[src/rtl/dual_core_mem_arbiter.sv]
// dual_core_mem_arbiter: round-robin arbiter sharing one single-port RAM between two cores.
// One owner per access; the RAM lines follow the owner combinationally while in SERVE.
module dual_core_mem_arbiter #(
   parameter int ADDR_W  = 32,
   parameter int DATA_W  = 32,
   parameter int TIMEOUT = 255
) (
   input  logic              i_clk,
   input  logic              i_rst,
   input  logic              i_c0_ren,
   input  logic              i_c0_wen,
   input  logic [ADDR_W-1:0] i_c0_addr,
   input  logic [DATA_W-1:0] i_c0_store,
   output logic              o_c0_wait,
   output logic [DATA_W-1:0] o_c0_load,
   input  logic              i_c1_ren,
   input  logic              i_c1_wen,
   input  logic [ADDR_W-1:0] i_c1_addr,
   input  logic [DATA_W-1:0] i_c1_store,
   output logic              o_c1_wait,
   output logic [DATA_W-1:0] o_c1_load,
   output logic              o_ram_ren,
   output logic              o_ram_wen,
   output logic [ADDR_W-1:0] o_ram_addr,
   output logic [DATA_W-1:0] o_ram_store,
   input  logic [DATA_W-1:0] i_ram_load,
   input  logic [1:0]        i_ram_state,
   output logic              o_grant,
   output logic              o_busy,
   output logic              o_err
);
   localparam int TW = (TIMEOUT < 2) ? 1 : $clog2(TIMEOUT + 1);
   localparam logic [TW-1:0] T_LAST = TW'(TIMEOUT - 1);
   localparam logic [TW-1:0] T_MAX = '1;
   localparam logic [1:0] ST_ACCESS = 2'd2;
   localparam logic [1:0] ST_ERROR = 2'd3;
   typedef enum logic {IDLE, SERVE} state_t;
   state_t r_fsm, w_fsm_nxt;
   logic r_owner, w_owner_nxt, r_last, w_last_nxt;
   logic [TW-1:0] r_tcnt, w_tcnt_nxt;
   logic w_req0, w_req1, w_serve, w_oreq, w_oren, w_owen;
   logic w_acc, w_rerr, w_tout, w_done, w_exit;
   assign w_req0  = i_c0_ren | i_c0_wen;
   assign w_req1  = i_c1_ren | i_c1_wen;
   assign w_serve = (r_fsm == SERVE);
   assign w_oreq  = r_owner ? w_req1 : w_req0;
   assign w_oren  = r_owner ? i_c1_ren : i_c0_ren;
   assign w_owen  = r_owner ? i_c1_wen : i_c0_wen;
   // Exit causes in priority order: ACCESS, ERROR, abort, timeout.
   assign w_acc   = w_serve & (i_ram_state == ST_ACCESS);
   assign w_rerr  = w_serve & (i_ram_state == ST_ERROR);
   assign w_tout  = w_serve & w_oreq & ~w_acc & ~w_rerr & (r_tcnt == T_LAST);
   assign w_done  = w_acc | w_rerr | w_tout;
   assign w_exit  = w_done | (w_serve & ~w_oreq);
   always_ff @(posedge i_clk or posedge i_rst) begin
      if (i_rst) begin
         r_fsm   <= IDLE;
         r_owner <= 1'b0;
         r_last  <= 1'b1;
         r_tcnt  <= '0;
      end else begin
         r_fsm   <= w_fsm_nxt;
         r_owner <= w_owner_nxt;
         r_last  <= w_last_nxt;
         r_tcnt  <= w_tcnt_nxt;
      end
   end
   always_comb begin
      w_fsm_nxt   = r_fsm;
      w_owner_nxt = r_owner;
      w_last_nxt  = r_last;
      w_tcnt_nxt  = r_tcnt;
      if (!w_serve) begin
         if (w_req0 | w_req1) begin
            w_fsm_nxt   = SERVE;
            w_owner_nxt = (w_req0 & w_req1) ? ~r_last : w_req1;
            w_tcnt_nxt  = '0;
         end
      end else if (w_exit) begin
         w_fsm_nxt  = IDLE;
         w_tcnt_nxt = '0;
         w_last_nxt = w_done ? r_owner : r_last;
      end else begin
         w_tcnt_nxt = (r_tcnt == T_MAX) ? r_tcnt : r_tcnt + 1'b1;
      end
   end
   assign o_ram_wen   = w_serve & w_owen;
   assign o_ram_ren   = w_serve & w_oren & ~w_owen;
   assign o_ram_addr  = w_serve ? (r_owner ? i_c1_addr : i_c0_addr) : '0;
   assign o_ram_store = w_serve ? (r_owner ? i_c1_store : i_c0_store) : '0;
   assign o_c0_wait   = w_req0 & ~(w_done & ~r_owner);
   assign o_c1_wait   = w_req1 & ~(w_done & r_owner);
   assign o_c0_load   = (w_acc & ~r_owner) ? i_ram_load : '0;
   assign o_c1_load   = (w_acc & r_owner) ? i_ram_load : '0;
   assign o_grant     = r_owner;
   assign o_busy      = w_serve;
   assign o_err       = w_rerr | w_tout;
endmodule

[config.mk]
export PLATFORM = sky130hd
export DESIGN_NAME = dual_core_mem_arbiter
export DESIGN_NICKNAME = d
export VERILOG_FILES = /design/src/rtl/dual_core_mem_arbiter.sv
export SDC_FILE = /design/constraint.sdc
export NUM_CORES = 1
export LEC_CHECK = 0
export BUFFER_PORTS_ARGS = -buffer_cell sky130_fd_sc_hd__buf_2
export CAP_MARGIN = 20
export CORE_AREA = 8 8 112 114
export DETAILED_ROUTE_END_ITERATION = 8
export DIE_AREA = 0 0 120 122
export PLACE_DENSITY = 0.6
export SYNTH_ARGS = -nofsm -noshare
export SYNTH_HDL_FRONTEND = slang
export SYNTH_SLANG_ARGS = --single-unit
[constraint.sdc]
create_clock -name i_clk -period 4.25 [get_ports i_clk]
set_input_delay 0.6375 -clock i_clk [delete_from_list [all_inputs] [get_ports i_clk]]
set_output_delay 0.6375 -clock i_clk [all_outputs]
set_load 0.01 [all_outputs]
==> Yosys cells after proc, flatten, opt, wreduce, memory -nomap -nowiden <==
Index checks and enable logic that the tools add are counted.
{ "totals": {"ff_bits": 11, "latchBits": 0, "ram_bits": 0, "rom_bits": 0, "input_bits": 168, "wordCells": 64, "mem_count": 0} }
{ "classes": {"n_addsub": 1, "n_mul": 0, "n_div": 0, "n_lt_le_gt_ge": 0, "eq_ne": 5, "shift": 0, "muxes": 17, "bitwise_logic": 33, "reduce_logical": 4} }
{ "op_table": {"columns": ["cell", "count"], "rows": [
  ["two-way mux 32 bit", 6],
  ["two-way mux 8 bit", 4],
  ["bitwise AND 1 bit", 17],
  ["== test 8 bit (second input constant)", 2],
  ["inverter 1 bit", 9],
  ["adder 8 x 1 -> 8 bit (second input constant)", 1],
  ["two-way mux 1 bit", 7],
  ["OR 1 bit", 7],
  ["== test 2 bit (second input constant)", 2],
  ["AND reduction 2 bit", 2],
  ["inequality test 3 bit (second input constant)", 1],
  ["AND reduction 3 bit", 1],
  ["nonzero test 2 bit", 1]
]} }

==> Depth between registers and ports, before layout <==
Gate-level depths: netlist of the first run.
{ "depth": {"ltp_word": 10, "mapped_depth": 6, "ltp_nobuf": 6} }

==> Least setup slack after synthesis of the first run <==
Ideal clock, no wire load.
{ "synth_timing": {"path_type": "input to output", "start": "input port i_ram_state[1]", "end": "output port o_c0_load[10]", "arrival_ns": 1.438, "path_slack_ns": 2.174, "cell_stages": 4, "cell_sequence": "nand2_1 nor3_1 clkbuf_1 and2_1"} }
{ "synth_between": {"elab_chain_cells": 4} }
{ "synth_rtl": {"columns": ["element", "line_no", "text"], "rows": [
  ["start, declared", "27", "input logic [1:0] i_ram_state,"],
  ["== test 2 bit", "50", "assign w_acc = w_serve & (i_ram_state == ST_ACCESS);"],
  ["bitwise AND 1 bit", "50", null],
  ["bitwise AND 1 bit", "93", "assign o_c0_load = (w_acc & ~r_owner) ? i_ram_load : '0;"],
  ["two-way mux 32 bit", "93", null],
  ["end, declared", "15", "output logic [DATA_W-1:0] o_c0_load,"]
]} }
Every way passes these cells.

==> Worst setup path in the final report of the first run <==
{ "layout_timing": {"start": "register r_fsm (netlist: o_busy)", "end": "output port o_c1_load[26]"} }
{ "layout_between": {"elab_chain_cells": 3} }
{ "layout_rtl": {"columns": ["element", "line_no", "text"], "rows": [
  ["start, declared", "38", "state_t r_fsm, w_fsm_nxt;"],
  ["start signal, assigned", "62", "r_fsm <= w_fsm_nxt;"],
  ["bitwise AND 1 bit", "50", null],
  ["bitwise AND 1 bit", "94", "assign o_c1_load = (w_acc & r_owner) ? i_ram_load : '0;"],
  ["two-way mux 32 bit", "94", null],
  ["end, declared", "21", "output logic [DATA_W-1:0] o_c1_load,"]
]} }
Every way passes these cells.

==> impl_results.md, run 1 <==
- Outcome: complete, no violations
- Die X: 120 um
- Nets@finish: 760
- Arrival @ worst endpoint: 2.32 ns
- Placeable Area: 10700 um2
- CP Max Fanout: 75
- FF/Latch Area: 282 um2
- WS Path Type: flop to primary output
- Asr flop ratio synth: 1.00
- Least-Margin Pin Slew: 0.946 ns
- Number of buffers added on ports: 302
- Combinational power share: 0.769
- Reg2reg end: r_tcnt[7]$_DFFE_PP0P_
- Vias post-DR: 3134
- Detailed placement HPWL: 10100 um
- Die area: 14600 um2
- Final worst path period share: 0.697
- H-tree depth reported by CTS: 1
- Critical Path Source Type: flop
- RD Place Congestion: 0.822
- Synth Register Bits: 11
- Fin. Hold Viols: 0
- Reg power frac: 0.169
- Pint: 857 uW
- CP Capture Type: primary output
- Clk_skew: 0.000655 ns
- Antenna violations before repair: 1
- First-pass GRT wire length: 16600 um
- Global route overflow: 0
- Fill cells: 1124
- Hold_buf cts: 0
- Number of I/O pins: 303
- Post-Syn Nets: 472
- Clock network power share: 0.061
- Cts bufs inserted: 3
- Max incr delay on CP: 0.96 ns
- Hold WC Path Type: primary input to asynchronous set/reset pin
- Primary FF master, synth: dfrtp_1
- Synth cell types: 32
- Fin crit period: 2.96 ns
- Worst Setup SP: o_busy$_DFF_PP0_
- Largest net degree at the start of global routing: 76
- Remaining DRCs: 0
- Vias in the first global route: 3238
- Most frequent cells in the layout: buf_2, nor2b_1, mux2i_1
- ANT cells: 0
- Final Util: 0.373
- Drt pass-1 iters: 4
- Cell class contributing the biggest share of worst-path delay: flip-flops
- Slowest CP cell: dfrtp_2
- Clk slew on worst S/H paths: 0.05 ns
- Upper clock frequency limit: 338 MHz
- R2R Setup Slk: 2.05 ns
- Clk Latency, worst-skew pair: 0.24 ns
- # Post-CTS Setup Buffers: 0
- Area of the mapped netlist: 2310 um2
- Post-CTS sizing: 0
- Rel. slew slack: 0.369
- Area growth syn-to-layout: 72.5%
- GRT Resource Usage Total: 0.139
- Finish-stage setup viols: 0
- Synth Instances: 302
- WL per Instance: 15.6 um
- Reg2Reg Depth: 4
- CTS Root Cell: clkbuf_8
- Worst IR drop on VDD: 207 uV
- Initial cell density of the core: 0.216
- Leakage: 2.43 nW
- Crit path cell chain: nand2_1, nor3_2, buf_4, and2_1, buf_2
- Share of cells above drive strength 1: 0.540
- Multi-input gate area: 1910 um2
- Setup TNS: 0 ns
- Initial DRC Count: 51
- RSZ-0062 raised after global routing: no
- R2r startpoint: o_busy$_DFF_PP0_
- YS warnings: 0
- CP Buf/Inv Count: 2
- CP Data Required Time: 3.61 ns
- Final WL: 11400 um
- Sequential share of the synthesized area: 0.120
- Final slew viol count: 0
- Routed vias/inst: 4.30
- Cell Pwr Density: 428 nW/um2
- Most common cell after layout, fill and taps aside: buf_2
- Switching pwr: 850 uW
- Rows: 38
- Die height: 122 um
- Clock Sink Count: 11
- TritonCTS clock tree: built
- DRT antenna net count: 0
- EDFF count, synth: 0
- Net Sw Frac: 0.498
- Clk buf depth: 2
- MaxCap Viol Count: 0
- Synth Area per Inst: 7.65 um2
==> power groups by stage <==
stage / Sequential (mW) / Combinational (mW) / Clock, mW
6_report: 0.289 / 1.31 / 0.105
5_1_grt: 0.314 / 1.42 / 0.116
4_1_cts: 0.297 / 1.35 / 0.109
3_5_place_dp: 0.298 / 1.34 / 0
3_3_place_gp: 0.288 / 1.33 / 0
2_1_floorplan: 0.144 / 0.937 / 0
==> worst register-to-register path, stage by stage, from the launching register on <==
cell	delay [ns]
dfrtp_2	0.96
nand2b_1	0.23
nor3_4	0.38
a41oi_4	0.27
o221ai_1	0.26
==> sequential cells by signal (all words and copies together) (netlist names) <==
| name | flops |
|---|---|
| r_last | 1 |
| o_busy | 1 |
| r_tcnt | 8 |
| o_grant | 1 |
==> cell usage after synthesis (2+ instances only) <==
master / number / share of area
ha_1: 2 / 0.011
o211ai_1: 2 / 0.0065
mux2i_1: 67 / 0.29
nor2b_1: 67 / 0.18
o221ai_1: 4 / 0.015
buf_2: 9 / 0.020
a21oi_1: 2 / 0.0043
o21ai_0: 2 / 0.0043
nand2_1: 6 / 0.0098
and2_1: 64 / 0.17
nand2b_1: 2 / 0.0054
inv_1: 11 / 0.018
nand3_1: 11 / 0.024
clkbuf_1: 13 / 0.021
and3_1: 4 / 0.011
dfrtp_1: 10 / 0.11
nor2_1: 7 / 0.011
or3_1: 4 / 0.011
nor3_1: 2 / 0.0043
==> per-layer routing <==
| layer | wire length [um] | vias up | share of wire | track usage |
|---|---|---|---|---|
| met4 | 104 | 2 | 0.0091 | 0.0289 |
| li1 | - | 1582 | - | - |
| met5 | 20 | - | 0.0018 | 0 |
| met1 | 4140 | 1362 | 0.36 | 0.134 |
| met2 | 5910 | 180 | 0.52 | 0.276 |
| met3 | 1230 | 8 | 0.11 | 0.0504 |
==> kinds of logic (layout without fill, tap and decap cells) <==
logic type	count (synthesis)	after routing	share of synthesized area
simple gates	174	174	0.462
mux	68	68	0.295
buf+inv	33	320	0.0585
compound gates	14	14	0.0542
flops	11	11	0.120
fa+ha+maj	2	2	0.0108
==> metrics by stage <==
| stage | hold WS (ns) | area [um2] | setup WS, ns | power, mW | cells |
|---|---|---|---|---|---|
| final | 0.383 | 3990 | 1.29 | 1.71 | 729 |
| after floorplan | 0.489 | 2310 | 2.17 | 1.08 | 302 |
| after CTS | 0.402 | 3990 | 1.20 | 1.75 | 729 |
| after global placement | 0.557 | 3940 | 1.57 | 1.62 | 725 |
| after detailed placement | 0.572 | 3940 | 1.46 | 1.64 | 725 |
| after global routing | 0.425 | 3990 | 1.00 | 1.85 | 729 |
==> cell type report <==
class | count | area share
multi-input combinational | 258 | 0.479
timing repair buffer | 305 | 0.385
sequential | 11 | 0.0706
tap | 140 | 0.0440
clock buffer | 4 | 0.0113
inverter | 11 | 0.0104
==> worst max-delay path by stage <==
stage	cells after the start	slack (ns)	to
global placement	5	1.57	o_c0_wait
global route	5	1.00	o_c0_load[29]
floorplan	4	2.17	o_c0_load[10]
finish	5	1.29	o_c1_load[26]
CTS	5	1.20	o_c1_load[26]
detailed placement	5	1.46	o_c1_load[26]
Note: power is estimated with default switching activity, not from simulation.
==> inputs of run 2 (changes only) <==
- CORE_AREA: 8 8 112 114 -> 8 8 110 112
- DIE_AREA: 0 0 120 122 -> 0 0 118 120
- PLACE_DENSITY: 0.6 -> 0.64
- clock period: 4.25 -> 2.7 ns (I/O delays scaled with it)
==> impl_results.md, run 2 (synthesis gave the netlist of run 1 again) <==
- Hold_buf cts: 0 (unchanged)
- Worst slack at placement: 0.541 ns (-0.916 ns)
- TritonCTS clock tree: built
- Clk_skew: 0.00299 ns (+0.00234 ns)
- Clk buf depth: 2 (unchanged)
- Antenna violations before repair: 0 (-1)
- Clk slew on worst S/H paths: 0.06 ns (about the same)
- Clock Sink Count: 11 (unchanged)
- Reg2reg end: r_last$_DFFE_PP1P_
- Least-Margin Pin Slew: 0.512 ns (-0.434 ns)
- Remaining DRCs: 0 (unchanged)
- Initial cell density of the core: 0.220 (+0.00391)
- Die height: 120 um (-1.6%)
- # Post-CTS Setup Buffers: 0 (unchanged)
- Upper clock frequency limit: 422 MHz
- Largest Register: r_tcnt
- Critical Path Source Type: flop
- Cell Pwr Density: 681 nW/um2 (+59%)
- Fin crit period: 2.37 ns
- Die area: 14200 um2 (-3.3%)
- Fill cells: 1107 (-1.5%)
- GRT Resource Usage Total: 0.146 (+0.00677)
- R2R Setup Slk: 0.94 ns (-1.11 ns)
- Most common cell after layout, fill and taps aside: buf_2
- Number of flip-flops in the largest register: 8 (unchanged)
- H-tree depth reported by CTS: 1 (unchanged)
- Vias in the first global route: 3247 (+0.28%)
- Nets@finish: 761 (+0.13%)
- RD Place Congestion: 0.824 (+0.27%)
- Final slew viol count: 0 (unchanged)
- Rows: 38 (unchanged)
- Leakage: 2.44 nW (+0.39%)
- CP Data Required Time: 2.30 ns (-1.31 ns)
- Clk Latency, worst-skew pair: 0.24 ns (about the same)
- CTS Root Cell: clkbuf_8
- Cts bufs inserted: 3 (unchanged)
- Final WS setup: 0.331 ns (-0.958 ns)
- Fin. Hold Viols: 0 (unchanged)
- Number of I/O pins: 303 (unchanged)
- RSZ-0062 raised after global routing: no
- Finish-stage setup viols: 0 (unchanged)
- Rel. slew slack: 0.659 (+0.289)
- CP Capture Type: primary output
- Share of cells above drive strength 1: 0.541 (+0.000780)
- CP Max Fanout: 70 (-6.7%)
- MaxCap Viol Count: 0 (unchanged)
- Post-CTS sizing: 0 (unchanged)
- Reg2Reg Depth: 6 (+2)
- Crit path cell chain: buf_12, inv_1, nor3_2, buf_4, and2_1, buf_2
- Max incr delay on CP: 0.46 ns (-0.50 ns)
- Hold WC Path Type: primary input to asynchronous set/reset pin
- Routed vias/inst: 4.37 (+1.7%)
- Initial DRC Count: 83 (+63%)
- Detailed placement HPWL: 10100 um (about the same)
- ANT cells: 0 (unchanged)
- Final WL: 11500 um (+0.58%)
- Largest net degree at the start of global routing: 71 (-6.6%)
- Final worst path period share: 0.878
- DRT antenna net count: 0 (unchanged)
- Drt pass-1 iters: 4 (unchanged)
- R2r startpoint: r_tcnt[0]$_DFFE_PP0P_
- Setup TNS: 0 ns (unchanged)
- Number of buffers added on ports: 302 (unchanged)
- Global route overflow: 0 (unchanged)
- WL per Instance: 15.7 um (+0.44%)
- Worst IR drop on VDD: 417 uV (+100%)
- WS Path Type: flop to primary output
- Area growth syn-to-layout: 73.4%
- Arrival @ worst endpoint: 1.96 ns (-0.36 ns)
- Outcome: complete, no violations
- Most frequent cells in the layout: buf_2, nor2b_1, mux2i_1
- First-pass GRT wire length: 17200 um (+3.7%)
- Slowest CP cell: dfrtp_4
- Placeable Area: 10500 um2 (-1.8%)
- Vias post-DR: 3193 (+1.9%)
- Die X: 118 um (-1.7%)
run 2: changes by cell type in the layout (fill, tap and decap cells not counted), sizes merged:
cell | previous run | this run
buf | 305 | 306
run 2: cell type report:
cell class	count	area [um2]	area share
Multi-Input combinational cell	258	1910	0.476
Timing Repair Buffer	306	1550	0.388
Sequential cell	11	282	0.0703
Tap cell	140	175	0.0437
Clock buffer	4	45.0	0.0112
Inverter	11	41.3	0.0103
run 2: where the power goes:
group          switching [mW]  internal [mW]
clock network          0.0700          0.104
registers              0.0384          0.208
logic                    1.24           1.06
run 2: critical path, delay by kind of cell, from the launching register on:
| family | cells | cell delay [ns] |
|---|---|---|
| buf+inv | 4 | 0.89 |
| flops | 1 | 0.46 |
| simple gates | 2 | 0.35 |
run 2: metrics by stage:
stage,utilization,area (um2),cells,hold slack (ns),power (mW)
3_5_place_dp,0.377,3960,726,0.438,2.60
5_1_grt,0.381,4010,730,0.210,2.92
2_1_floorplan,-,2310,302,0.257,1.70
3_3_place_gp,0.377,3960,726,0.431,2.55
6_report,0.381,4010,730,0.160,2.73
4_1_cts,0.381,4010,730,0.175,2.78
run 2: routing by layer:
metal | global-route usage | vias up | wire (um) | share of wire
met3 | 0.0526 | 5 | 1100 | 0.096
li1 | - | 1591 | - | -
met2 | 0.289 | 178 | 6100 | 0.53
met5 | 0 | - | 0 | 0
met1 | 0.142 | 1419 | 4180 | 0.37
met4 | 0.0264 | 0 | 75 | 0.0065
run 2: worst max-delay path by stage:
stage / start / to / slack (ns) / cells past startpoint
after floorplan: o_busy$_DFF_PP0_ / o_c0_load[10] / 0.90 / 5
after global placement: o_grant$_DFFE_PP0P_ / o_c1_load[30] / 0.66 / 6
after detailed placement: o_grant$_DFFE_PP0P_ / o_c1_load[30] / 0.54 / 6
after CTS: o_grant$_DFFE_PP0P_ / o_c1_load[30] / 0.27 / 6
after global routing: o_grant$_DFFE_PP0P_ / o_c1_load[30] / 0.20 / 6
final: o_grant$_DFFE_PP0P_ / o_c1_load[30] / 0.33 / 6
==> inputs of run 3 (changes only) <==
- ABC_AREA: default -> 1
- PLACE_DENSITY: 0.64 -> 0.62
==> impl_results.md, run 3 <==
- Detailed placement HPWL: 10200 um (+0.95%)
- Cell Pwr Density: 736 nW/um2 (+8.1%)
- Outcome: complete, no violations
- Die height: 120 um (unchanged)
- Number of I/O pins: 303 (unchanged)
- Upper clock frequency limit: 442 MHz (+4.8%)
- Clk_skew: 0.00296 ns (-0.0000347 ns)
- Most frequent cell after synthesis: nor2_1
- Initial cell density of the core: 0.202 (-0.0179)
- Global route overflow: 0 (unchanged)
- Largest net degree at the start of global routing: 64 (-9.9%)
- Clock Sink Count: 11 (unchanged)
- Reg2Reg Depth: 5 (-1)
- Most frequent cells after synthesis: nor2_1, o21ai_0, inv_1
- ANT cells: 0 (unchanged)
- Least-Margin Pin Slew: 0.586 ns (+0.0735 ns)
- EDFF count, synth: 0 (unchanged)
- Largest family of logic cells by synthesized area: simple AND/OR/NAND/NOR gates
- Antenna violations before repair: 1 (+1)
- Yosys top cell area share: 0.354 (+0.0634)
- Asr flop ratio synth: 1.00 (unchanged)
- Clk Latency, worst-skew pair: 0.24 ns (about the same)
- Pwr Total: 2.76 mW (+1.2%)
- CP Max Fanout: 13 (-81%)
- Worst slack at placement: 0.707 ns (+0.166 ns)
- MaxCap Viol Count: 0 (unchanged)
- Nets@finish: 892 (+17%)
- RD Place Congestion: 0.893 (+8.3%)
- Leakage: 2.51 nW (+3.1%)
- TritonCTS clock tree: built
- Routed vias/inst: 4.14 (-5.4%)
- WS Path Type: flop to primary output
- Drt pass-1 iters: 4 (unchanged)
- Critical Path Source Type: flop
- Remaining DRCs: 0 (unchanged)
- Synth cell types: 26 (-19%)
- YS warnings: 0 (unchanged)
- Hold_buf cts: 0 (unchanged)
- Simple-gate share of the synthesized area: 0.496 (+0.0349)
- Finished Layout Cells: 861 (+18%)
- Placeable Area: 10500 um2 (unchanged)
- Worst IR drop on VDD: 491 uV (+18%)
- # Post-CTS Setup Buffers: 0 (unchanged)
- WL per Instance: 13.9 um (-11%)
- Fin crit period: 2.26 ns (-0.109 ns)
- Post-synthesis adder-cell area fraction: 0.0118 (+0.000958)
- RSZ-0062 raised after global routing: no
- Number of flip-flops in the largest register: 8 (unchanged)
- Final WS setup: 0.439 ns (+0.109 ns)
- Post-synth top area cell: nor2_1
- H-tree depth reported by CTS: 1 (unchanged)
- Finish-stage setup viols: 0 (unchanged)
- Die X: 118 um (unchanged)
- Hold slack: 0.160 ns (-0.000127 ns)
- Number of buffers added on ports: 302 (unchanged)
- Placed cells: 857 (+18%)
- Reg2reg end: r_tcnt[0]$_DFFE_PP0P_
- Rel. slew slack: 0.610 (-0.0490)
- CP Data Required Time: 2.30 ns (about the same)
- Vias in the first global route: 3400 (+4.7%)
- Post-Syn Nets: 610 (+29%)
- Share of cells above drive strength 1: 0.451 (-0.0899)
- CTS Root Cell: clkbuf_8
- Clk slew on worst S/H paths: 0.05 ns (about the same)
- GRT Resource Usage Total: 0.153 (+0.00778)
- Synth area leaders: nor2_1, o21ai_0, dfrtp_1
- Mux cell area share after synthesis: 0 (-0.295)
- Sequential share of the synthesized area: 0.130 (+0.0106)
- Initial DRC Count: 143 (+72%)
- Setup TNS: 0 ns (unchanged)
- Final slew viol count: 0 (unchanged)
- Arrival @ worst endpoint: 1.86 ns (-0.10 ns)
- Most frequent cells in the layout: buf_2, nor2_1, o21ai_0
- Largest Register: r_tcnt
- DRT antenna net count: 0 (unchanged)
- Most common cell after layout, fill and taps aside: buf_2
- Fin. Hold Viols: 0 (unchanged)
- Synth Register Bits: 11 (unchanged)
- Final worst path period share: 0.837 (-0.0403)
- Post-CTS sizing: 0 (unchanged)
- Compound-Gate Fraction of Synth Area: 0.191 (+0.137)
- Finished Cell Area: 3750 um2 (-6.4%)
- Vias post-DR: 3563 (+12%)
- R2R Setup Slk: 0.84 ns (-0.10 ns)
- First-pass GRT wire length: 18000 um (+4.6%)
- Hold WC Path Type: primary input to asynchronous set/reset pin
- Cts bufs inserted: 3 (unchanged)
- Primary FF master, synth: dfrtp_1
- XOR/XNOR share of the synthesized area: 0.00413 (+0.00413)
- Area of the mapped netlist: 2120 um2 (-8.1%)
- Final Util: 0.357 (-0.0244)
- Die area: 14200 um2 (unchanged)
- Clk buf depth: 2 (unchanged)
- Rows: 38 (unchanged)
- R2r startpoint: o_busy$_DFF_PP0_
- Synth Area per Inst: 4.82 um2 (-37%)
- Final WL: 12000 um (+4.6%)
- CP Capture Type: primary output
- Synth Instances: 440 (+46%)
- Placed cell area: 3700 um2 (-6.5%)
- Area growth syn-to-layout: 76.7%
## run 3: cell count changes after synthesis, sizes merged, moves of 41 or more
cell   delta
and2     -64
inv      +43
mux2i    -67
nand2    +41
nor2    +195
nor2b    -67
o21ai    +68
## run 3: worst max-delay path, cell delays in order (launching register included)
cell and delay [ns]:
dfrtp_2 0.48, clkinv_2 0.20, nand2_2 0.14, nand2_4 0.08, a21oi_2 0.24, inv_1 0.09, a21oi_1 0.20, buf_2 0.18
## run 3: final cells by class
type	instances	area, um2
multi-input combinational	344	1490
sequential	11	279
fill	1255	6760
clock buffer	4	45.0
inverter	55	208
tap	140	175
timing repair buffer	307	1550
## run 3: metal layers
metal  vias to the layer above  track usage  part of all wire
met5                         -            0           0.00067
met4                         2       0.0424             0.015
met3                        10       0.0653              0.11
met2                       173        0.273              0.48
met1                      1481        0.164              0.40
li1                       1897            -                 -
## run 3: kinds of logic (layout without fill, tap and decap cells)
logic type / count (synthesis) / count (layout)
and+or+nand+nor: 262 / 262
buffers and inverters: 85 / 366
AOI/OAI and AO/OA: 79 / 79
DFF: 11 / 11
adders and majority gates: 2 / 2
xor gates and xnor gates: 1 / 1
## run 3: how the worst max path moves through the flow
stage / start / end / slack [ns] / depth (start not counted)
after CTS: o_grant$_DFFE_PP0P_ / o_c1_wait / 0.44 / 7
after detailed placement: o_grant$_DFFE_PP0P_ / o_c1_wait / 0.71 / 7
after floorplan: r_tcnt[0]$_DFFE_PP0P_ / o_c0_wait / 0.97 / 9
after global placement: i_c1_wen / o_c1_wait / 0.74 / 9
after global routing: o_grant$_DFFE_PP0P_ / o_c1_wait / 0.29 / 7
final: o_grant$_DFFE_PP0P_ / o_c1_wait / 0.44 / 7
## run 3: power by group
group	switching (mW)	internal (mW)	leakage, nW
logic	1.50	0.826	2.35
clock network	0.0609	0.104	0.0228
registers	0.0607	0.203	0.143
total	1.63	1.13	2.51
